$ cat src/rtl/clk_sched.sv
// Run/pause/fast-forward sequencer for the clock timebase: debounces two
// buttons, runs an IDLE/RUN/FAST mode FSM and emits a one-cycle tick enable.
module clk_sched #(
    parameter int DIV_NORMAL = 50000000,
    parameter int DIV_FAST   = 500000,
    parameter int DEB_CYCLES = 1000000,
    parameter int CNT_W      = 26
) (
    input  logic       clk,
    input  logic       rst,
    input  logic       btn_run,
    input  logic       btn_fast,
    output logic       tick,
    output logic       running,
    output logic       fast,
    output logic [1:0] state
);

    localparam int DEB_W = (DEB_CYCLES > 1) ? $clog2(DEB_CYCLES) : 1;

    typedef enum logic [1:0] {
        S_IDLE = 2'b00,
        S_RUN  = 2'b01,
        S_FAST = 2'b10,
        S_ILL  = 2'b11
    } state_t;

    if ((longint'(DIV_NORMAL) - 1) >= (longint'(1) << CNT_W)) begin : g_chk_normal
        $error("clk_sched: CNT_W too narrow for DIV_NORMAL-1");
    end
    if ((longint'(DIV_FAST) - 1) >= (longint'(1) << CNT_W)) begin : g_chk_fast
        $error("clk_sched: CNT_W too narrow for DIV_FAST-1");
    end

    // Index 0 is the run button, index 1 the fast button.
    logic [1:0]       sync1;
    logic [1:0]       sync2;
    logic [1:0]       deb;
    logic [DEB_W-1:0] dc [2];
    logic             deb_run_prev;
    logic [1:0]       btn_raw;

    assign btn_raw = {btn_fast, btn_run};

    always_ff @(posedge clk or negedge rst) begin
        if (!rst) begin
            sync1        <= 2'b00;
            sync2        <= 2'b00;
            deb          <= 2'b00;
            dc[0]        <= '0;
            dc[1]        <= '0;
            deb_run_prev <= 1'b0;
        end else begin
            sync1        <= btn_raw;
            sync2        <= sync1;
            deb_run_prev <= deb[0];
            for (int i = 0; i < 2; i++) begin
                if (sync2[i] == deb[i]) begin
                    dc[i] <= '0;
                end else if (dc[i] == DEB_W'(DEB_CYCLES - 1)) begin
                    deb[i] <= sync2[i];
                    dc[i]  <= '0;
                end else begin
                    dc[i] <= dc[i] + 1'b1;
                end
            end
        end
    end

    logic run_press;
    logic fast_lvl;

    assign run_press = deb[0] & ~deb_run_prev;
    assign fast_lvl  = deb[1];

    state_t state_q;
    state_t state_d;

    always_ff @(posedge clk or negedge rst) begin
        if (!rst) begin
            state_q <= S_IDLE;
        end else begin
            state_q <= state_d;
        end
    end

    // run_press wins over fast_lvl when both are present in one cycle.
    always_comb begin
        state_d = state_q;
        case (state_q)
            S_IDLE: if (run_press) state_d = S_RUN;
            S_RUN: begin
                if (run_press)     state_d = S_IDLE;
                else if (fast_lvl) state_d = S_FAST;
            end
            S_FAST: begin
                if (run_press)      state_d = S_IDLE;
                else if (!fast_lvl) state_d = S_RUN;
            end
            default: state_d = S_IDLE;
        endcase
    end

    assign state   = state_q;
    assign running = (state_q == S_RUN) || (state_q == S_FAST);
    assign fast    = (state_q == S_FAST);

    logic [CNT_W-1:0] cnt;
    logic [CNT_W-1:0] div_m1;

    assign div_m1 = (state_q == S_FAST) ? CNT_W'(DIV_FAST - 1) : CNT_W'(DIV_NORMAL - 1);

    // Greater-or-equal compare lets a rate switch wrap immediately when the
    // count already lies beyond the new period; IDLE freezes the phase.
    always_ff @(posedge clk or negedge rst) begin
        if (!rst) begin
            cnt  <= '0;
            tick <= 1'b0;
        end else if (running) begin
            if (cnt >= div_m1) begin
                cnt  <= '0;
                tick <= 1'b1;
            end else begin
                cnt  <= cnt + 1'b1;
                tick <= 1'b0;
            end
        end else begin
            tick <= 1'b0;
        end
    end

endmodule

$ cat config.mk
export PLATFORM = sky130hd
export DESIGN_NAME = clk_sched
export DESIGN_NICKNAME = d
export VERILOG_FILES = /design/src/rtl/clk_sched.sv
export SDC_FILE = /design/constraint.sdc
export NUM_CORES = 1
export LEC_CHECK = 0
export CAP_MARGIN = 20
export CORE_MARGIN = 3
export CORE_UTILIZATION = 55
export DETAILED_ROUTE_END_ITERATION = 7
export GPL_ROUTABILITY_DRIVEN = 0
export GPL_TIMING_DRIVEN = 0
export PLACE_DENSITY_LB_ADDON = 0.25
export SLEW_MARGIN = 10
export SYNTH_ARGS = -nofsm -noshare
export SYNTH_HDL_FRONTEND = slang
export SYNTH_SLANG_ARGS = --single-unit
$ cat constraint.sdc
create_clock -name clk -period 2.4 [get_ports clk]
set_input_delay 0.48 -clock clk [delete_from_list [all_inputs] [get_ports clk]]
set_output_delay 0.48 -clock clk [all_outputs]
set_load 0.02 [all_outputs]
==> results of run 1 <==
-- state kept, by name, indices dropped and copies added, names as in the netlist --
register,cells
cnt,26
deb_run_prev,1
state,2
sync2,2
deb,2
dc,40
tick,1
sync1,2
-- cell type report --
type / count / area [um2] / area share
clock buffers: 10 / 138 / 0.0297
plain buffers: 11 / 68.8 / 0.0148
well taps: 96 / 120 / 0.0259
clock inverters: 5 / 62.6 / 0.0135
multi-input cells: 311 / 2080 / 0.448
flip-flops and latches: 76 / 1900 / 0.410
inverters: 20 / 77.6 / 0.0167
repair buffers: 20 / 191 / 0.0413
-- critical path: stages, from the launching register on --
cell and delay [ns]:
sky130_fd_sc_hd__dfrtp_1 0.38, sky130_fd_sc_hd__inv_2 0.08, sky130_fd_sc_hd__buf_4 0.15, sky130_fd_sc_hd__ha_4 0.30
sky130_fd_sc_hd__clkdlybuf4s50_1 0.61
-- through the flow --
| stage | TNS [ns] | power (mW) |
|---|---|---|
| global placement | -134.53 | 1.39 |
| finish | 0 | 2.35 |
| floorplan | 0 | 1.35 |
| CTS | -0.0463 | 2.37 |
| global route | -0.192 | 2.43 |
| detailed placement | -2.48 | 1.39 |
-- report_power, final --
group | switching (mW) | internal [mW] | total (mW) | leakage [nW]
Clock | 0.478 | 0.506 | 0.984 | 0.0946
Combinational | 0.0442 | 0.0207 | 0.0649 | 0.801
Sequential | 0.0105 | 1.29 | 1.30 | 1.05
-- path summary, 6_finish.rpt --
check | from | endpoint | slack (ns) | cells after the start
max in group asynchronous | rst | dc[17] | 1.34 | 3
min | sync1[0] | sync2[0] | 0.35 | 0
min in group asynchronous | rst | cnt[19] | 0.52 | 2
min reg2reg | sync1[0] | sync2[0] | 0.35 | 0
max | state[0] | running | 0.04 | 4
max reg2reg | state[0] | cnt[2] | 0.06 | 10
-- cells in the mapped netlist, drive strengths merged, types with 2 or more instances --
cell type / instances / area (um2)
a22oi: 2 / 15.0
nor2: 75 / 304
a21oi: 9 / 56.3
nand3: 27 / 140
nor4b: 2 / 23.8
and4: 2 / 17.5
inv: 20 / 75.1
nor2b: 4 / 25.0
a31oi: 6 / 37.5
dfrtp: 76 / 1900
or2: 3 / 18.8
a211oi: 3 / 35.0
nor3: 7 / 35.0
nor4: 4 / 25.0
and4b: 2 / 20.0
a41o: 3 / 30.0
nand2: 30 / 113
nand2b: 4 / 25.0
mux2: 2 / 22.5
or3: 8 / 55.1
o22ai: 6 / 37.5
o21ai: 9 / 45.0
xnor2: 26 / 228
clkbuf: 5 / 22.5
xor2: 29 / 254
nor3b: 2 / 15.0
nand4: 14 / 87.6
and3: 8 / 50.1
buf: 6 / 46.3
ha: 11 / 138
nand3b: 2 / 15.0
a21o: 2 / 16.3
-- cell families after synthesis --
kind of cell	synth area share
xor+xnor	0.120
fa+ha+maj	0.0342
flops	0.472
buf+inv	0.0357
compound gates	0.0810
mux	0.00807
simple gates	0.250
-- metal layers --
metal | vias to the layer above | global-route usage | wire (um)
li1 | 1494 | - | -
met5 | - | 0 | 0
met1 | 1432 | 0.255 | 3540
met3 | 12 | 0.0572 | 280
met2 | 41 | 0.303 | 3610
met4 | 0 | 0.0653 | 102
-- timing repair --
| item | 4_1_cts | 5_1_grt |
|---|---|---|
| hold endpoints to repair | 14 | 0 |
| pin swaps | 2 | 5 |
| resized for setup | 3 | 17 |
| hold buffers | 1 | 0 |
| cloned | 0 | 0 |
| setup buffers | 4 | 5 |
| setup endpoints to repair | 27 | 27 |
==> report_table.html, run 1 <==
<table>
<tr><th>Metric</th><th>Value</th></tr>
<tr><th colspan="2">Floorplanning</th></tr>
<tr><td>Die Y-Extent</td><td>91.6 um</td></tr>
<tr><td>Die Area</td><td>8390 um2</td></tr>
<tr><td>Overall die width</td><td>roughly 92 um</td></tr>
<tr><td>I/O pin total</td><td>9</td></tr>
<tr><td>Placeable core region</td><td>6940 um2</td></tr>
<tr><td>Effective utilization at floorplan</td><td>0.580</td></tr>
<tr><td>Placement row count</td><td>30</td></tr>
<tr><th colspan="2">Global routing</th></tr>
<tr><td>Number of antenna violations at the first check in global routing</td><td>0</td></tr>
<tr><td>Via count of the first global-routing pass</td><td>2930</td></tr>
<tr><td>Maximum number of pins on one net before global-route repair</td><td>63</td></tr>
<tr><td>Residual overflow from global routing</td><td>0</td></tr>
<tr><td>Global-route usage over all layers</td><td>0.193</td></tr>
<tr><td>Global-route wire length before repair</td><td>between 10000 and 15000 um</td></tr>
<tr><th colspan="2">Place</th></tr>
<tr><td>Setup Slack @ Placement</td><td>-0.158 ns</td></tr>
<tr><td>Total placed instance area</td><td>4270 um2</td></tr>
<tr><td>Half-perimeter wire length after placement</td><td>5040 um</td></tr>
<tr><td>Count of port buffers added during placement</td><td>8</td></tr>
<tr><td>Number of instances in the placed design</td><td>523</td></tr>
<tr><th colspan="2">Worst setup path</th></tr>
<tr><td>Worst setup path class</td><td>reg2out</td></tr>
<tr><td>Capturing element type of the critical path</td><td>output port</td></tr>
<tr><td>Maximum fanout along the worst path</td><td>5</td></tr>
<tr><td>Critical Path Start Type</td><td>flip-flop</td></tr>
<tr><td>Worst path arrival time</td><td>approximately 1.9 ns</td></tr>
<tr><td>Required time worst endpoint</td><td>1.92 ns</td></tr>
<tr><th colspan="2">Synthesis</th></tr>
<tr><td>Synth Cell Area</td><td>just over 4000 um2</td></tr>
<tr><td>Synthesized Nets</td><td>~430</td></tr>
<tr><td>Sequential fraction of the synthesis area</td><td>0.472</td></tr>
<tr><td>Count of unique library cells instantiated by Yosys</td><td>53</td></tr>
<tr><td>Yosys warnings</td><td>0</td></tr>
<tr><td>Synthesized instance count</td><td>418</td></tr>
<tr><td>Number of enable-type register cells in the synthesized netlist</td><td>0</td></tr>
<tr><td>Count of state elements after synthesis</td><td>76</td></tr>
<tr><td>Predominant post-synthesis flop cell</td><td>sky130_fd_sc_hd__dfrtp_1</td></tr>
<tr><td>Share of synthesized flip-flops with an asynchronous set or reset</td><td>1.00</td></tr>
<tr><td>Avg Cell Area, Syn</td><td>9.64 um2</td></tr>
<tr><th colspan="2">Timing</th></tr>
<tr><td>Worst hold slack</td><td>0.355 ns</td></tr>
<tr><td>Worst-Margin Slew</td><td>0.558 ns</td></tr>
<tr><td>Share of the cycle needed by the critical path after routing</td><td>0.984</td></tr>
<tr><td>Layout Skew</td><td>slightly below 0.01 ns</td></tr>
<tr><td>Final Setup Violations</td><td>0</td></tr>
<tr><td>Fin. Hold Viols</td><td>0</td></tr>
<tr><td>Setup repair after global routing missed its margin</td><td>true</td></tr>
<tr><td>Relative max-transition margin</td><td>0.624</td></tr>
<tr><td>Slack of the critical path</td><td>0.0394 ns</td></tr>
<tr><td>Slew Limit Fails</td><td>0</td></tr>
<tr><td>Minimum clock period</td><td>about 2.4 ns</td></tr>
<tr><td>Max frequency</td><td>424 MHz</td></tr>
<tr><th colspan="2">Final layout</th></tr>
<tr><td>Filler cells</td><td>between 500 and 600</td></tr>
<tr><td>P&amp;R area growth vs syn</td><td>15.1%</td></tr>
<tr><td>Antenna fix cells</td><td>0</td></tr>
<tr><td>NumNets Final</td><td>roughly 460</td></tr>
<tr><td>Total non-filler cell area in the finished layout</td><td>4640 um2</td></tr>
<tr><td>Core occupancy in the finished layout</td><td>0.668</td></tr>
<tr><td>Most used cells in the layout excluding fill and tap cells</td><td>sky130_fd_sc_hd__dfrtp_1 (75), sky130_fd_sc_hd__nor2_1 (66), sky130_fd_sc_hd__xor2_1 (29), sky130_fd_sc_hd__nand2_1 (28)</td></tr>
<tr><td>Share of layout cells above drive strength 1</td><td>0.155</td></tr>
<tr><td>Final Instance Count excl. Fillers</td><td>~550</td></tr>
<tr><td>Most frequent standard cell in the layout excluding fill and tap cells</td><td>sky130_fd_sc_hd__dfrtp_1</td></tr>
<tr><th colspan="2">Route</th></tr>
<tr><td>Remaining DRCs</td><td>0</td></tr>
<tr><td>Initial drt markers</td><td>109</td></tr>
<tr><td>DRT Wirelength</td><td>7530 um</td></tr>
<tr><td>Detailed-routing iteration count for the pre-antenna-repair pass</td><td>4</td></tr>
<tr><td>Number of vias after detailed routing</td><td>2979</td></tr>
<tr><td>Avg WL per Cell</td><td>13.7 um</td></tr>
<tr><td>Post-DRT Antenna Nets</td><td>0</td></tr>
<tr><td>Avg Vias per Cell</td><td>5.43</td></tr>
<tr><th colspan="2">Clock network</th></tr>
<tr><td>Clock Path Buffers</td><td>2</td></tr>
<tr><td>Clock latency on the worst-skew pair</td><td>0.36 ns</td></tr>
<tr><td>TritonCTS clock tree</td><td>yes</td></tr>
<tr><td>Number of buffers created by CTS</td><td>9</td></tr>
<tr><td>Clock transition at the registers of the reported paths</td><td>0.08 ns</td></tr>
<tr><td>Count of H-tree levels built during CTS</td><td>3</td></tr>
<tr><td>Clock Root Buffer</td><td>sky130_fd_sc_hd__clkbuf_8</td></tr>
<tr><td>Number of sinks handled by clock tree synthesis</td><td>76</td></tr>
<tr><th colspan="2">Job</th></tr>
<tr><td>Count of maximum capacitance violations</td><td>0</td></tr>
<tr><th colspan="2">Status</th></tr>
<tr><td>Status</td><td>finished clean</td></tr>
<tr><th colspan="2">Power and ir drop</th></tr>
<tr><td>Maximum VDD drop</td><td>0.392 mV</td></tr>
<tr><td>Leakage</td><td>1.94 nW</td></tr>
<tr><td>PwrDens</td><td>507 nW/um2</td></tr>
<tr><th colspan="2">Hold path</th></tr>
<tr><td>Hold crit path type</td><td>reg2reg</td></tr>
</table>
Power figures use the tool's default switching activity.
==> inputs of run 2 (changes only) <==
--- a/config.mk
+++ b/config.mk
@@ -6,8 +6,10 @@
 export NUM_CORES = 1
 export LEC_CHECK = 0
 export CAP_MARGIN = 20
-export CORE_MARGIN = 3
-export CORE_UTILIZATION = 55
+export CELL_PAD_IN_SITES_DETAIL_PLACEMENT = 0
+export CELL_PAD_IN_SITES_GLOBAL_PLACEMENT = 1
+export CORE_MARGIN = 5
+export CORE_UTILIZATION = 44
 export DETAILED_ROUTE_END_ITERATION = 7
 export GPL_ROUTABILITY_DRIVEN = 0
 export GPL_TIMING_DRIVEN = 0
==> run 2 against run 1 <==
Against the previous run: via count decreased by 1.7%; first-iteration DRC count decreased by 9.2%; final area increased by 1.3%; clock skew increased by 0.0032 ns; sequential share of layout area decreased by 0.55 points; final cell count increased by 3.1%; wire length increased by 2.0%; worst setup slack improved by 0.034 ns; register-to-register slack about the same; die area increased by 33%; total power increased by 3.7%; largest power group unchanged; highest routed layer unchanged.
==> report_table.html, run 2 (same netlist as run 1, synthesis figures left out) <==
<table>
<tr><th>Metric</th><th>Value</th></tr>
<tr><th colspan="2">Global routing</th></tr>
<tr><td>Global-route wire length before repair</td><td>13100 um (was 13200 um)</td></tr>
<tr><td>Number of antenna violations at the first check in global routing</td><td>0 (unchanged)</td></tr>
<tr><td>Via count of the first global-routing pass</td><td>2787 (was 2930)</td></tr>
<tr><td>Residual overflow from global routing</td><td>0 (unchanged)</td></tr>
<tr><td>Maximum number of pins on one net before global-route repair</td><td>57 (was 63)</td></tr>
<tr><td>Global-route usage over all layers</td><td>0.143 (was 0.193)</td></tr>
<tr><th colspan="2">Power and ir drop</th></tr>
<tr><td>Maximum VDD drop</td><td>0.259 mV (was 0.392 mV)</td></tr>
<tr><td>Internal</td><td>1.92 mW (was 1.82 mW)</td></tr>
<tr><td>Post-layout power</td><td>2.44 mW (was 2.35 mW)</td></tr>
<tr><td>Clock power frac</td><td>0.440 (was 0.419)</td></tr>
<tr><td>Logic gate share of total power</td><td>0.026 (was 0.028)</td></tr>
<tr><td>Leakage</td><td>1.96 nW (was 1.94 nW)</td></tr>
<tr><td>Switching component of the power</td><td>512 uW (was 533 uW)</td></tr>
<tr><td>Net switching share of the total power</td><td>0.210 (was 0.227)</td></tr>
<tr><td>PwrDens</td><td>519 nW/um2 (was 507 nW/um2)</td></tr>
<tr><td>Portion of total power attributed to sequential cells</td><td>0.534 (was 0.554)</td></tr>
<tr><th colspan="2">Timing</th></tr>
<tr><td>Worst hold slack</td><td>0.0171 ns (was 0.355 ns)</td></tr>
<tr><td>Fin. Hold Viols</td><td>0 (unchanged)</td></tr>
<tr><td>Layout Skew</td><td>0.0130 ns (was 0.00987 ns)</td></tr>
<tr><td>Slack of the critical path</td><td>0.0733 ns (was 0.0394 ns)</td></tr>
<tr><td>Final Setup Violations</td><td>0 (unchanged)</td></tr>
<tr><td>Relative max-transition margin</td><td>0.613 (was 0.624)</td></tr>
<tr><td>Minimum clock period</td><td>2.33 ns (was 2.36 ns)</td></tr>
<tr><td>Max frequency</td><td>430 MHz (was 424 MHz)</td></tr>
<tr><td>Slew Limit Fails</td><td>0 (unchanged)</td></tr>
<tr><td>Share of the cycle needed by the critical path after routing</td><td>0.969 (was 0.984)</td></tr>
<tr><td>Aggregate negative setup slack</td><td>0 ns (unchanged)</td></tr>
<tr><td>Worst-Margin Slew</td><td>0.575 ns (was 0.558 ns)</td></tr>
<tr><th colspan="2">Worst setup path</th></tr>
<tr><td>Capturing element type of the critical path</td><td>flip-flop (was output port)</td></tr>
<tr><td>Required time worst endpoint</td><td>2.63 ns (was 1.92 ns)</td></tr>
<tr><td>Maximum fanout along the worst path</td><td>5 (unchanged)</td></tr>
<tr><td>Worst setup path class</td><td>reg2reg (was reg2out)</td></tr>
<tr><td>Setup slack, reg-to-reg</td><td>0.07 ns (was 0.06 ns)</td></tr>
<tr><td>Cell count of the worst reg-to-reg path</td><td>9 (was 10)</td></tr>
<tr><td>Crit Reg-Reg Startpoint</td><td>state[0] (unchanged)</td></tr>
<tr><td>Critical Path Start Type</td><td>flip-flop (unchanged)</td></tr>
<tr><td>Worst path arrival time</td><td>2.56 ns (was 1.88 ns)</td></tr>
<tr><td>Worst reg2reg path endpoint</td><td>cnt[24] (was cnt[2])</td></tr>
<tr><th colspan="2">Place</th></tr>
<tr><td>Setup Slack @ Placement</td><td>-0.157 ns (was -0.158 ns)</td></tr>
<tr><td>Count of port buffers added during placement</td><td>8 (unchanged)</td></tr>
<tr><td>Half-perimeter wire length after placement</td><td>5230 um (was 5040 um)</td></tr>
<tr><th colspan="2">Clock network</th></tr>
<tr><td>Hold-fix buffers, CTS</td><td>0 (was 1)</td></tr>
<tr><td>Clock Root Buffer</td><td>sky130_fd_sc_hd__clkbuf_8 (unchanged)</td></tr>
<tr><td>Number of buffers created by CTS</td><td>9 (unchanged)</td></tr>
<tr><td>Clock latency on the worst-skew pair</td><td>0.34 ns (was 0.36 ns)</td></tr>
<tr><td>Clock transition at the registers of the reported paths</td><td>0.08 ns (about the same)</td></tr>
<tr><td>Count of H-tree levels built during CTS</td><td>3 (unchanged)</td></tr>
<tr><td>TritonCTS clock tree</td><td>yes (unchanged)</td></tr>
<tr><td>Number of sinks handled by clock tree synthesis</td><td>76 (unchanged)</td></tr>
<tr><td>Clock Path Buffers</td><td>2 (unchanged)</td></tr>
<tr><th colspan="2">Floorplanning</th></tr>
<tr><td>Die Area</td><td>11200 um2 (was 8390 um2)</td></tr>
<tr><td>Overall die width</td><td>106 um (was 91.6 um)</td></tr>
<tr><td>Effective utilization at floorplan</td><td>0.445 (was 0.580)</td></tr>
<tr><td>I/O pin total</td><td>9 (unchanged)</td></tr>
<tr><td>Die Y-Extent</td><td>106 um (was 91.6 um)</td></tr>
<tr><td>Placement row count</td><td>35 (was 30)</td></tr>
<tr><td>Placeable core region</td><td>9060 um2 (was 6940 um2)</td></tr>
<tr><th colspan="2">Final layout</th></tr>
<tr><td>Most used cells in the layout excluding fill and tap cells</td><td>sky130_fd_sc_hd__dfrtp_1 (75), sky130_fd_sc_hd__nor2_1 (65), sky130_fd_sc_hd__nand2_1 (30), sky130_fd_sc_hd__xor2_1 (29) (was sky130_fd_sc_hd__dfrtp_1 (75), sky130_fd_sc_hd__nor2_1 (66), sky130_fd_sc_hd__xor2_1 (29), sky130_fd_sc_hd__nand2_1 (28))</td></tr>
<tr><td>Most flop-heavy register</td><td>dc (unchanged)</td></tr>
<tr><td>NumNets Final</td><td>465 (was 464)</td></tr>
<tr><td>Antenna fix cells</td><td>0 (unchanged)</td></tr>
<tr><td>Core occupancy in the finished layout</td><td>0.518 (was 0.668)</td></tr>
<tr><td>Largest regs</td><td>dc (40), cnt (26) (unchanged)</td></tr>
<tr><td>P&amp;R area growth vs syn</td><td>16.6% (was 15.1%)</td></tr>
<tr><td>Most frequent standard cell in the layout excluding fill and tap cells</td><td>sky130_fd_sc_hd__dfrtp_1 (unchanged)</td></tr>
<tr><td>Share of layout cells above drive strength 1</td><td>0.163 (was 0.155)</td></tr>
<tr><td>Flip-flop count of the largest register, all copies and words added</td><td>40 (unchanged)</td></tr>
<tr><th colspan="2">Route</th></tr>
<tr><td>Remaining DRCs</td><td>0 (unchanged)</td></tr>
<tr><td>Avg Vias per Cell</td><td>5.17 (was 5.43)</td></tr>
<tr><td>Post-DRT Antenna Nets</td><td>0 (unchanged)</td></tr>
<tr><td>Detailed-routing iteration count for the pre-antenna-repair pass</td><td>4 (unchanged)</td></tr>
<tr><td>Initial drt markers</td><td>99 (was 109)</td></tr>
<tr><td>DRT Wirelength</td><td>7680 um (was 7530 um)</td></tr>
<tr><td>Avg WL per Cell</td><td>13.6 um (was 13.7 um)</td></tr>
<tr><td>Number of vias after detailed routing</td><td>2927 (was 2979)</td></tr>
<tr><th colspan="2">Job</th></tr>
<tr><td>Count of maximum capacitance violations</td><td>0 (unchanged)</td></tr>
<tr><th colspan="2">Hold path</th></tr>
<tr><td>Hold crit path type</td><td>in2async (was reg2reg)</td></tr>
<tr><th colspan="2">Status</th></tr>
<tr><td>Status</td><td>finished clean (unchanged)</td></tr>
</table>
[run 2: cell count changes in the layout (fill, tap and decap cells not counted), sizes merged]
| cell | change |
|---|---|
| clkbuf | +2 |
| clkinv | -1 |
| buf | +2 |
| bufinv | +1 |
| clkinvlp | -1 |
| dlygate4sd3 | -1 |
[run 2: final cells by class]
cell class	instances	area [um2]
buffer	11	68.8
clock buffer	12	145
clock inverter	4	72.6
fill	840	4370
inverter	20	77.6
multi-input combinational	311	2100
sequential	76	1900
tap	111	139
timing repair buffer	21	196
[run 2: worst max-delay path, cell delays in order (launching register included)]
cell and delay (ns):
sky130_fd_sc_hd__dfrtp_1 0.38, sky130_fd_sc_hd__inv_2 0.07, sky130_fd_sc_hd__buf_4 0.14, sky130_fd_sc_hd__ha_4 0.30, sky130_fd_sc_hd__nand4_1 0.21, sky130_fd_sc_hd__or3_4 0.42, sky130_fd_sc_hd__or2_4 0.30, sky130_fd_sc_hd__nor3_2 0.20
sky130_fd_sc_hd__xnor2_1 0.16, sky130_fd_sc_hd__nor2_2 0.04
[run 2: how the worst max path moves through the flow]
stage | from | endpoint | depth (start not counted)
after CTS | state[1] | cnt[21] | 8
final | state[0] | cnt[24] | 9
after global placement | rst | state[1] | 1
after detailed placement | state[0] | cnt[4] | 10
after floorplan | state[0] | cnt[19] | 11
after global routing | state[0] | cnt[6] | 12
[run 2: through the flow]
step,instances,instance area [um2]
final,566,4700
after global placement,537,4270
after floorplan,418,4050
after CTS,558,4550
after detailed placement,538,4290
after global routing,566,4700
[run 2: timing repair]
| item | in CTS | in global routing |
|---|---|---|
| buffers inserted | 4 | 7 |
| pin swaps | 1 | 4 |
| endpoints found under the setup margin | 27 | 26 |
| gates resized for setup | 5 | 17 |
[run 2: power by group through the flow]
stage	Sequential [mW]	Combinational, mW	Clock (mW)
after floorplan	1.32	0.0244	0
after global placement	1.33	0.0621	0
after detailed placement	1.33	0.0681	0
after CTS	1.30	0.0682	1.10
after global routing	1.30	0.0758	1.17
final	1.30	0.0643	1.07
[run 2: routing by layer]
metal	wire length (um)	GRT usage	vias to the layer above
li1	-	-	1497
met1	3860	0.197	1394
met2	3560	0.227	25
met3	137	0.0276	11
met4	117	0.0500	0
met5	0	0	-
